[config.mk]
export PLATFORM = sky130hd
export DESIGN_NAME = miriscv_mem_stage
export DESIGN_NICKNAME = d
export VERILOG_FILES = /design/src/rtl/miriscv_mem_stage.sv
export SDC_FILE = /design/constraint.sdc
export NUM_CORES = 1
export LEC_CHECK = 0
export ABC_AREA = 1
export BUFFER_PORTS_ARGS = -buffer_cell sky130_fd_sc_hd__buf_4
export CELL_PAD_IN_SITES_DETAIL_PLACEMENT = 0
export CELL_PAD_IN_SITES_GLOBAL_PLACEMENT = 1
export CORE_MARGIN = 3
export CORE_UTILIZATION = 30
export CTS_CLUSTER_DIAMETER = 150
export DETAILED_ROUTE_END_ITERATION = 6
export PLACE_DENSITY_LB_ADDON = 0.1
export SLEW_MARGIN = 5
export SYNTH_ARGS = -nofsm -noshare
export SYNTH_HDL_FRONTEND = slang
export SYNTH_SLANG_ARGS = --single-unit
[constraint.sdc]
create_clock -name clk_i -period 1.9 [get_ports clk_i]
set_input_delay 0.285 -clock clk_i [delete_from_list [all_inputs] [get_ports clk_i]]
set_output_delay 0.285 -clock clk_i [all_outputs]
set_load 0.01 [all_outputs]
[src/rtl/miriscv_mem_stage.sv]
// Memory/commit stage of the miriscv pipeline.
// Takes the execute-stage result and either retires it directly (ALU ops,
// branches, jumps) or runs one load/store on the req/gnt/rvalid data bus.
// Taken branches and jumps produce a one-cycle redirect pulse, and loads are
// lane-aligned and sign/zero-extended before the writeback beat.
//
// Handshakes:
//   ex side  : an instruction transfers on a rising edge where
//              ex_valid_i & ex_ready_o are both high; ex_ready_o is high
//              exactly when the stage is idle.
//   data bus : data_req_o and its address/we/be/wdata stay stable until the
//              edge where data_gnt_i is high. data_rvalid_i is honoured only
//              after that grant (WAIT state) and is ignored otherwise.
//   writeback: wb_valid_o is a one-cycle beat with no backpressure. The wb_*
//              fields hold their last value while wb_valid_o is low.
module miriscv_mem_stage #(
  parameter int XLEN = 32
) (
  input  logic            clk_i,
  input  logic            rst_i,
  input  logic            ex_valid_i,
  output logic            ex_ready_o,
  input  logic [XLEN-1:0] ex_alu_result_i,
  input  logic            ex_branch_des_i,
  input  logic            ex_is_branch_i,
  input  logic            ex_is_jump_i,
  input  logic [XLEN-1:0] ex_target_pc_i,
  input  logic [4:0]      ex_rd_addr_i,
  input  logic            ex_rd_we_i,
  input  logic            ex_mem_req_i,
  input  logic            ex_mem_we_i,
  input  logic [1:0]      ex_mem_size_i,
  input  logic            ex_mem_sext_i,
  input  logic [XLEN-1:0] ex_store_data_i,
  output logic            redirect_o,
  output logic [XLEN-1:0] redirect_pc_o,
  output logic            data_req_o,
  input  logic            data_gnt_i,
  input  logic            data_rvalid_i,
  output logic            data_we_o,
  output logic [3:0]      data_be_o,
  output logic [XLEN-1:0] data_addr_o,
  output logic [XLEN-1:0] data_wdata_o,
  input  logic [XLEN-1:0] data_rdata_i,
  output logic            mem_misalign_o,
  output logic            wb_valid_o,
  output logic            wb_rd_we_o,
  output logic [4:0]      wb_rd_addr_o,
  output logic [XLEN-1:0] wb_data_o
);

  // Transaction FSM; state_q is the observable state for checkers.
  typedef enum logic [1:0] {
    ST_IDLE = 2'd0,
    ST_REQ  = 2'd1,
    ST_WAIT = 2'd2
  } state_t;

  state_t state_q;

  // Attributes of the in-flight memory op, needed when the response arrives.
  logic       lat_we;
  logic [1:0] lat_size;
  logic       lat_sext;
  logic [1:0] lat_off;
  logic [4:0] lat_rd;
  logic       lat_rd_we;

  logic            accept;
  logic            take_redirect;
  logic            misaligned;
  logic [3:0]      be_calc;
  logic [XLEN-1:0] wdata_calc;
  logic [XLEN-1:0] lane;
  logic [XLEN-1:0] load_data;

  assign ex_ready_o    = (state_q == ST_IDLE);
  assign accept        = ex_valid_i & ex_ready_o;
  assign take_redirect = ex_is_jump_i | (ex_is_branch_i & ex_branch_des_i);

  // Decode the incoming access: alignment, byte enables, lane-replicated store data.
  always_comb begin
    be_calc    = 4'b1111;
    wdata_calc = ex_store_data_i;
    misaligned = 1'b0;
    case (ex_mem_size_i)
      2'd0: begin
        be_calc    = 4'b0001 << ex_alu_result_i[1:0];
        wdata_calc = {4{ex_store_data_i[7:0]}};
      end
      2'd1: begin
        be_calc    = 4'b0011 << ex_alu_result_i[1:0];
        wdata_calc = {2{ex_store_data_i[15:0]}};
        misaligned = ex_alu_result_i[0];
      end
      2'd2: begin
        misaligned = |ex_alu_result_i[1:0];
      end
      default: begin
        misaligned = 1'b1;
      end
    endcase
  end

  // Shift the addressed lane down to bit 0 and extend it to the full width.
  always_comb begin
    lane      = data_rdata_i >> {lat_off, 3'b000};
    load_data = data_rdata_i;
    case (lat_size)
      2'd0:    load_data = {{(XLEN-8){lat_sext & lane[7]}}, lane[7:0]};
      2'd1:    load_data = {{(XLEN-16){lat_sext & lane[15]}}, lane[15:0]};
      default: load_data = data_rdata_i;
    endcase
  end

  // FSM plus all registered outputs; pulses default low every cycle.
  always_ff @(posedge clk_i) begin
    if (rst_i) begin
      state_q        <= ST_IDLE;
      redirect_o     <= 1'b0;
      redirect_pc_o  <= '0;
      data_req_o     <= 1'b0;
      data_we_o      <= 1'b0;
      data_be_o      <= 4'b0000;
      data_addr_o    <= '0;
      data_wdata_o   <= '0;
      mem_misalign_o <= 1'b0;
      wb_valid_o     <= 1'b0;
      wb_rd_we_o     <= 1'b0;
      wb_rd_addr_o   <= 5'd0;
      wb_data_o      <= '0;
      lat_we         <= 1'b0;
      lat_size       <= 2'd0;
      lat_sext       <= 1'b0;
      lat_off        <= 2'd0;
      lat_rd         <= 5'd0;
      lat_rd_we      <= 1'b0;
    end else begin
      redirect_o     <= 1'b0;
      mem_misalign_o <= 1'b0;
      wb_valid_o     <= 1'b0;
      case (state_q)
        ST_IDLE: begin
          if (accept) begin
            if (take_redirect) begin
              redirect_o    <= 1'b1;
              redirect_pc_o <= ex_target_pc_i;
            end
            if (ex_mem_req_i) begin
              if (misaligned) begin
                // Dropped access still retires, but never writes rd.
                mem_misalign_o <= 1'b1;
                wb_valid_o     <= 1'b1;
                wb_rd_we_o     <= 1'b0;
                wb_rd_addr_o   <= ex_rd_addr_i;
              end else begin
                state_q      <= ST_REQ;
                data_req_o   <= 1'b1;
                data_we_o    <= ex_mem_we_i;
                data_be_o    <= be_calc;
                data_addr_o  <= {ex_alu_result_i[XLEN-1:2], 2'b00};
                data_wdata_o <= wdata_calc;
                lat_we       <= ex_mem_we_i;
                lat_size     <= ex_mem_size_i;
                lat_sext     <= ex_mem_sext_i;
                lat_off      <= ex_alu_result_i[1:0];
                lat_rd       <= ex_rd_addr_i;
                lat_rd_we    <= ex_rd_we_i;
              end
            end else begin
              wb_valid_o   <= 1'b1;
              wb_rd_we_o   <= ex_rd_we_i;
              wb_rd_addr_o <= ex_rd_addr_i;
              wb_data_o    <= ex_alu_result_i;
            end
          end
        end
        ST_REQ: begin
          if (data_gnt_i) begin
            data_req_o <= 1'b0;
            state_q    <= ST_WAIT;
          end
        end
        ST_WAIT: begin
          if (data_rvalid_i) begin
            state_q      <= ST_IDLE;
            wb_valid_o   <= 1'b1;
            wb_rd_addr_o <= lat_rd;
            if (lat_we) begin
              wb_rd_we_o <= 1'b0;
            end else begin
              wb_rd_we_o <= lat_rd_we;
              wb_data_o  <= load_data;
            end
          end
        end
        default: begin
          state_q <= ST_IDLE;
        end
      endcase
    end
  end

endmodule
== Yosys cells after proc, flatten, opt, wreduce, memory -nomap -nowiden ==
Cells that the tools add are included.

* Flip-flop bits (word level): 154
* Bits in latches: 0
* RAM bits: 0
* Bits in read-only memories: 0
* Input port bits: 147
* Output and inout port bits: 144
* Memories kept: 0

* Add/sub/neg operators: 0
* Multipliers: 0
* Div/mod/pow operators: 0
* Order comparisons: 0
* Equality and inequality tests: 13
* Shift operators: 3
* Muxes and demuxes: 37
* Bitwise gates (word level): 9
* Reductions and logical operators: 14

{| class="wikitable"
|+ Operators by type and width
! operator !! count
|-
| 32-bit one-hot mux with 2 select lines || 3
|-
| 32-bit two-way mux || 4
|-
| 32-bit by 5-bit >> shifter with 16-bit output || 1
|-
| 5-bit two-way mux || 4
|-
| 5-bit AND reduction || 3
|-
| 1-bit two-way mux || 14
|-
| 2-bit two-way mux || 5
|-
| 2-bit inequality test, second input constant || 5
|-
| 5-bit one-hot mux with 2 select lines || 1
|-
| 4-bit one-hot mux with 2 select lines || 1
|-
| 4-bit AND reduction || 2
|-
| 2-bit by 1-bit == test with 1-bit output, second input constant || 3
|-
| 2-bit logical NOT || 3
|-
| 1-bit one-hot mux with 2 select lines || 3
|-
| 2-bit one-hot mux with 3 select lines || 1
|-
| 1-bit AND || 4
|-
| 2-bit == test, second input constant || 2
|-
| 2-bit by 1-bit inequality test with 1-bit output, second input constant || 2
|-
| 1-bit inverter || 4
|-
| 2-bit nonzero test || 2
|-
| 4-bit OR reduction || 1
|-
| 1-bit by 2-bit left shift with 4-bit output, first input constant || 1
|-
| 2-bit by 2-bit left shift with 4-bit output, first input constant || 1
|-
| 3-bit by 2-bit inequality test with 1-bit output, second input constant || 1
|-
| 5 further kinds || 5
|}

== Logic depth before layout (Yosys ltp) ==
* Depth after elaboration: 6
* Depth in mapped cells: 10

== Least setup slack after synthesis ==
No wires, ideal clock.

* Path type: reg-to-reg
* From: reg state_q[1]
* To: reg wb_data_o[17]
* Library setup time: 123 ps
* Arrival time: 1235 ps
* Path slack: 542 ps
* Stages on the path, launching flop included: 8
* Clock period less this slack: 1358 ps
* Path through: dfxtp_1 > nor2_4 > nand2_1 > o21ai_2 > inv_2 > nor2_8 > buf_2 > a21oi_2

* Word-level cells in the longest chain between the ends: 4
* Elaborated cells between the ends (all ways): 10
* Classes of those cells: eq/ne: 5; mux: 1; bitwise: 1; reduce/logical: 3

{| class="wikitable"
|+ RTL lines
! item !! RTL line !! source
|-
| from (decl) || 59 || <nowiki>state_t state_q;</nowiki>
|-
| from (signal assigned) || 119 || <nowiki>state_q <= ST_IDLE;</nowiki>
|-
| from (signal assigned) || 157 || <nowiki>state_q <= ST_REQ;</nowiki>
|-
| from (signal assigned) || 181 || <nowiki>state_q <= ST_WAIT;</nowiki>
|-
| 2-bit logical NOT (*) || 77 || <nowiki>assign ex_ready_o = (state_q == ST_IDLE);</nowiki>
|-
| via ex_ready_o || 22 || <nowiki>output logic ex_ready_o,</nowiki>
|-
| 1-bit AND || 78 || <nowiki>assign accept = ex_valid_i & ex_ready_o;</nowiki>
|-
| 2-bit by 1-bit inequality test with 1-bit output (no source line) || - ||
|-
| 5-bit AND reduction (no source line) || - ||
|-
| to (signal assigned) || 174 || <nowiki>wb_data_o <= ex_alu_result_i;</nowiki>
|-
| to (signal assigned) || 193 || <nowiki>wb_data_o <= load_data;</nowiki>
|-
| to (decl) || 49 || <nowiki>output logic [XLEN-1:0] wb_data_o</nowiki>
|}

Mark *: on every way through the listed nets, which the timed path passes. The rest lies on a longest branch.
A chain may end at the register's enable or synchronous reset.

== Worst setup path in the final report ==
* From: reg lat_off[0]
* To: reg wb_data_o[11]

* Word-level cells in the longest chain between the ends: 6

{| class="wikitable"
|+ RTL lines
! item !! RTL line !! source
|-
| from (decl) || 65 || <nowiki>logic [1:0] lat_off;</nowiki>
|-
| from (signal assigned) || 166 || <nowiki>lat_off <= ex_alu_result_i[1:0];</nowiki>
|-
| 32-bit by 5-bit >> shifter with 16-bit output (*) || 107 || <nowiki>lane = data_rdata_i >> {lat_off, 3'b000};</nowiki>
|-
| 1-bit AND || 110 || <nowiki>2'd0: load_data = {{(XLEN-8){lat_sext & lane[7]}}, lane[7:0]};</nowiki>
|-
| 32-bit one-hot mux with 2 select lines (*) || 109 || <nowiki>case (lat_size)</nowiki>
|-
| 32-bit two-way mux (*) || 189 || <nowiki>if (lat_we) begin</nowiki>
|-
| 32-bit two-way mux (*) || 185 || <nowiki>if (data_rvalid_i) begin</nowiki>
|-
| 32-bit one-hot mux with 2 select lines (*) || 142 || <nowiki>case (state_q)</nowiki>
|}

Every way passes the cells marked *; elsewhere a longest branch is shown, timed or not. The select of a mux whose other input is x is not followed.

==> summary.txt <==
Routing
  • Remaining design rule violation count: 0
  • Iter 0 DRT Violations: around 500
  • Routed wire per std cell: approximately 16 um
  • Remaining number of nets flagged by the antenna check after routing: 0
  • Wirelength, routed: ~26,000 um
  • Via count: 7,305
  • Via density per instance: about 4.5
  • Detailed Routing Iterations Pass 1: 5

Critical path
  • Crit Reg-Reg Endpoint: wb_data_o[11]
  • Type of element launching the critical path: register
  • Crit path required time: roughly 2.3 ns
  • Critical Path End: wb_data_o[11]
  • Worst setup path category: reg2reg
  • Depth of the most critical reg-to-reg path: 8
  • Start of the worst register-to-register path: lat_off[0]
  • Arrival time worst endpoint: between 2 and 2.5 ns
  • Critical Path End Type: register
  • Startpoint of the most critical setup path: lat_off[0]
  • Critical path peak fanout: 24
  • Flop-to-flop setup slack: 0.20 ns

STA
  • Actual transition at the worst max-transition pin: 0.575 ns
  • Hold Vio Cnt, Final: 0
  • Max-slew headroom at the worst pin: approximately three fifths
  • FMAX: around 0.59 GHz
  • Unrepaired setup endpoints after global routing: false
  • Setup Viol. Count Final: 0
  • Post-route minimum period: 1.70 ns
  • Period utilization: about nine tenths
  • Setup TNS: 0 ns
  • Worst clock skew on the final layout: approximately 0.016 ns
  • Max-slew violation total from the final report: 0

Final layout
  • Layout Utilization: 43.5%
  • Area overhead of the layout relative to synthesis: 41.6%
  • Number of inserted diodes: 0
  • Non-filler cells in the finished layout: 1,624
  • NumNets Final: ~1,400
  • Fraction of final layout cells with drive strength greater than 1: about a third

Global route
  • Antenna violations before repair: 0
  • Vias in the first global route: 7,120
  • Remaining Overflow, GRT: 0
  • Global-route wire length before repair: 40,000 um
  • Pin count of the biggest net entering global routing: 91
  • Global Route Usage Sum: roughly a fifth

Logic synthesis
  • Cell type with the highest aggregate area in the netlist: sky130_fd_sc_hd__dfxtp_1
  • Fraction of registers with async set/reset: 0%
  • Syn Inst Count: roughly 1,000
  • Total of warnings raised by yosys: 0
  • Main area contributors after synthesis: sky130_fd_sc_hd__dfxtp_1, sky130_fd_sc_hd__nand2_1, sky130_fd_sc_hd__o21ai_0, sky130_fd_sc_hd__a21oi_1, sky130_fd_sc_hd__nor2_1
  • Synth Flop Type: sky130_fd_sc_hd__dfxtp_1
  • Distinct cell type count after synthesis: 34
  • Number of flops mapped to enable cells by yosys: 0
  • Flops & latches, synth: about 150
  • Sequential cell area fraction in the yosys report: approximately 42%
  • Most numerous cell types in the synthesized netlist: sky130_fd_sc_hd__nand2_1, sky130_fd_sc_hd__dfxtp_1, sky130_fd_sc_hd__o21ai_0
  • Share of Yosys cell area claimed by the top area cell type: a little over two fifths
  • Post-synthesis instance area: just over 0.007 mm2
  • Most numerous cell in the Yosys netlist: sky130_fd_sc_hd__nand2_1
  • Synthesized area per cell: about 7.1 um2

Clock network
  • CTS-repair resized insts: 0
  • Worst-skew pair later-pin latency: between 0.4 and 0.5 ns
  • Clock tree root buffer cell: sky130_fd_sc_hd__clkbuf_16
  • Number of H-tree levels: 4
  • Hold buffer count at cts: 0
  • Number of setup buffers added after CTS: 0
  • Worst-case clock buffer depth: 2
  • TritonCTS clock tree: done
  • Total clock sinks: between 150 and 200
  • Inserted Clock Buffers: 17
  • Clock input transition at the sequential cells of the worst setup and hold paths: approximately 0.070 ns

Placement
  • RePlAce Congestion: about 0.84
  • Number of port buffers: 288
  • Placed wire-length estimate after detailed placement: about 19,000 um
  • Placed Cells: about 1,600

Pwr
  • Share of power burned in the clock network: between 40% and 50%
  • Net switching share of the total power: ~29%
  • Peak supply drop: just under 0.5 mV
  • Cell leakage power: ~5.1 nW
  • Pwr dens: just over 800 mW/mm2
  • Pint: ~6 mW
  • Net switching power: between 2 and 2.5 mW
  • Sequential power share: approximately two fifths
  • Portion of total power attributed to combinational logic: roughly 18%

Die
  • DIE WIDTH: ~160 um
  • Full die area: ~0.026 mm2
  • Initial core utilization: between 30% and 40%
  • Row count: 56
  • Core outline area: ~0.024 mm2
  • Vertical die dimension: approximately 160 um
  • Number of I/O pins: between 200 and 300

Min path
  • HP Class: in2reg

Status
  • Run status: finished clean

Flow run
  • Max-Cap Viols: 0
-- kinds of logic (layout without fill, tap and decap cells) --
group | count (synthesis) | in the layout | synth area share (%)
AOI/OAI and AO/OA | 278 | 278 | 20.8
DFF | 154 | 154 | 42.5
buffers and inverters | 163 | 438 | 10.0
and+or+nand+nor | 433 | 433 | 26.6
other | 1 | 2 | 0.0517
-- state kept, by name (all words and copies together), names as in the netlist, 2 cells and up --
name / cells
lat_off: 2
data_be_o: 4
wb_rd_addr_o: 5
data_addr_o: 30
lat_rd: 5
lat_size: 2
data_wdata_o: 32
wb_data_o: 32
state_q: 2
redirect_pc_o: 32
-- power by group through the flow --
stage / registers [mW] / clock network [mW] / logic (mW)
CTS: 3.55 / 3.55 / 1.51
detailed placement: 3.62 / 0 / 1.51
floorplan: 3.71 / 0 / 0.634
global placement: 3.62 / 0 / 1.51
global route: 3.58 / 3.68 / 1.65
finish: 3.55 / 3.44 / 1.49
-- cell type report --
cell class	instances	area, um2
inverter	95	360
timing repair buffer	311	2400
fill	2500	13300
sequential	154	3080
clock buffer	18	429
clock inverter	14	153
multi-input combinational	713	3450
tap	319	399
-- worst min-delay path by stage --
stage / start / endpoint / slack [ns] / cells after the start
after floorplan: ex_alu_result_i[29] / data_addr_o[29] / 0.40 / 2
after global placement: data_wdata_o[20] / data_wdata_o[20] / 0.45 / 2
after detailed placement: data_wdata_o[26] / data_wdata_o[26] / 0.46 / 2
after CTS: ex_alu_result_i[26] / data_addr_o[26] / 0.04 / 3
after global routing: ex_alu_result_i[23] / data_addr_o[23] / 0.06 / 3
final: ex_alu_result_i[26] / data_addr_o[26] / 0.06 / 3
-- per-stage QoR --
| stage | hold slack [ns] | power [mW] | worst slack [ns] | cell area [um2] |
|---|---|---|---|---|
| after detailed placement | 0.457 | 5.13 | 0.147 | 9690 |
| after floorplan | 0.400 | 4.34 | 0.542 | 7260 |
| after CTS | 0.0405 | 8.61 | 0.184 | 10300 |
| final | 0.0647 | 8.48 | 0.204 | 10300 |
| after global placement | 0.455 | 5.13 | 0.141 | 9690 |
| after global routing | 0.0565 | 8.91 | 0.0287 | 10300 |
-- routing by layer --
metal | vias up | GRT usage (%) | wire (um)
li1 | 3830 | - | -
met1 | 3244 | 25.6 | 11900
met2 | 221 | 30.9 | 11800
met3 | 10 | 5.69 | 1810
met4 | 0 | 4.42 | 202
met5 | - | 0 | 0
-- critical path, stage by stage, from the launching register on --
cell	delay (ns)
sky130_fd_sc_hd__dfxtp_1	0.45
sky130_fd_sc_hd__inv_2	0.19
sky130_fd_sc_hd__nand2_2	0.10
sky130_fd_sc_hd__nand3_2	0.07
sky130_fd_sc_hd__nand2_2	0.10
sky130_fd_sc_hd__nand3_4	0.30
sky130_fd_sc_hd__nand3_1	0.23
sky130_fd_sc_hd__nand2_1	0.07
sky130_fd_sc_hd__a21oi_1	0.11
-- cell usage in the layout, fill, tap and decap left out, types with 2 or more instances in the layout --
| cell type | instances |
|---|---|
| sky130_fd_sc_hd__or2_2 | 25 |
| sky130_fd_sc_hd__nand2_1 | 251 |
| sky130_fd_sc_hd__o21ai_0 | 129 |
| sky130_fd_sc_hd__inv_6 | 7 |
| sky130_fd_sc_hd__buf_4 | 306 |
| sky130_fd_sc_hd__clkinv_4 | 3 |
| sky130_fd_sc_hd__inv_1 | 84 |
| sky130_fd_sc_hd__inv_2 | 6 |
| sky130_fd_sc_hd__clkbuf_16 | 17 |
| sky130_fd_sc_hd__a31oi_1 | 9 |
| sky130_fd_sc_hd__nand3_2 | 18 |
| sky130_fd_sc_hd__dfxtp_1 | 154 |
| sky130_fd_sc_hd__clkinv_1 | 3 |
| sky130_fd_sc_hd__o211ai_1 | 7 |
| sky130_fd_sc_hd__nand3_4 | 3 |
| sky130_fd_sc_hd__nor2_4 | 2 |
| sky130_fd_sc_hd__o21ai_1 | 20 |
| sky130_fd_sc_hd__buf_12 | 5 |
| sky130_fd_sc_hd__conb_1 | 2 |
| sky130_fd_sc_hd__nand2_2 | 7 |
| sky130_fd_sc_hd__nand3_1 | 26 |
| sky130_fd_sc_hd__o21ai_2 | 2 |
| sky130_fd_sc_hd__a21oi_1 | 90 |
| sky130_fd_sc_hd__a21oi_2 | 18 |
| sky130_fd_sc_hd__nor2_1 | 96 |
Power figures use the tool's default switching activity.
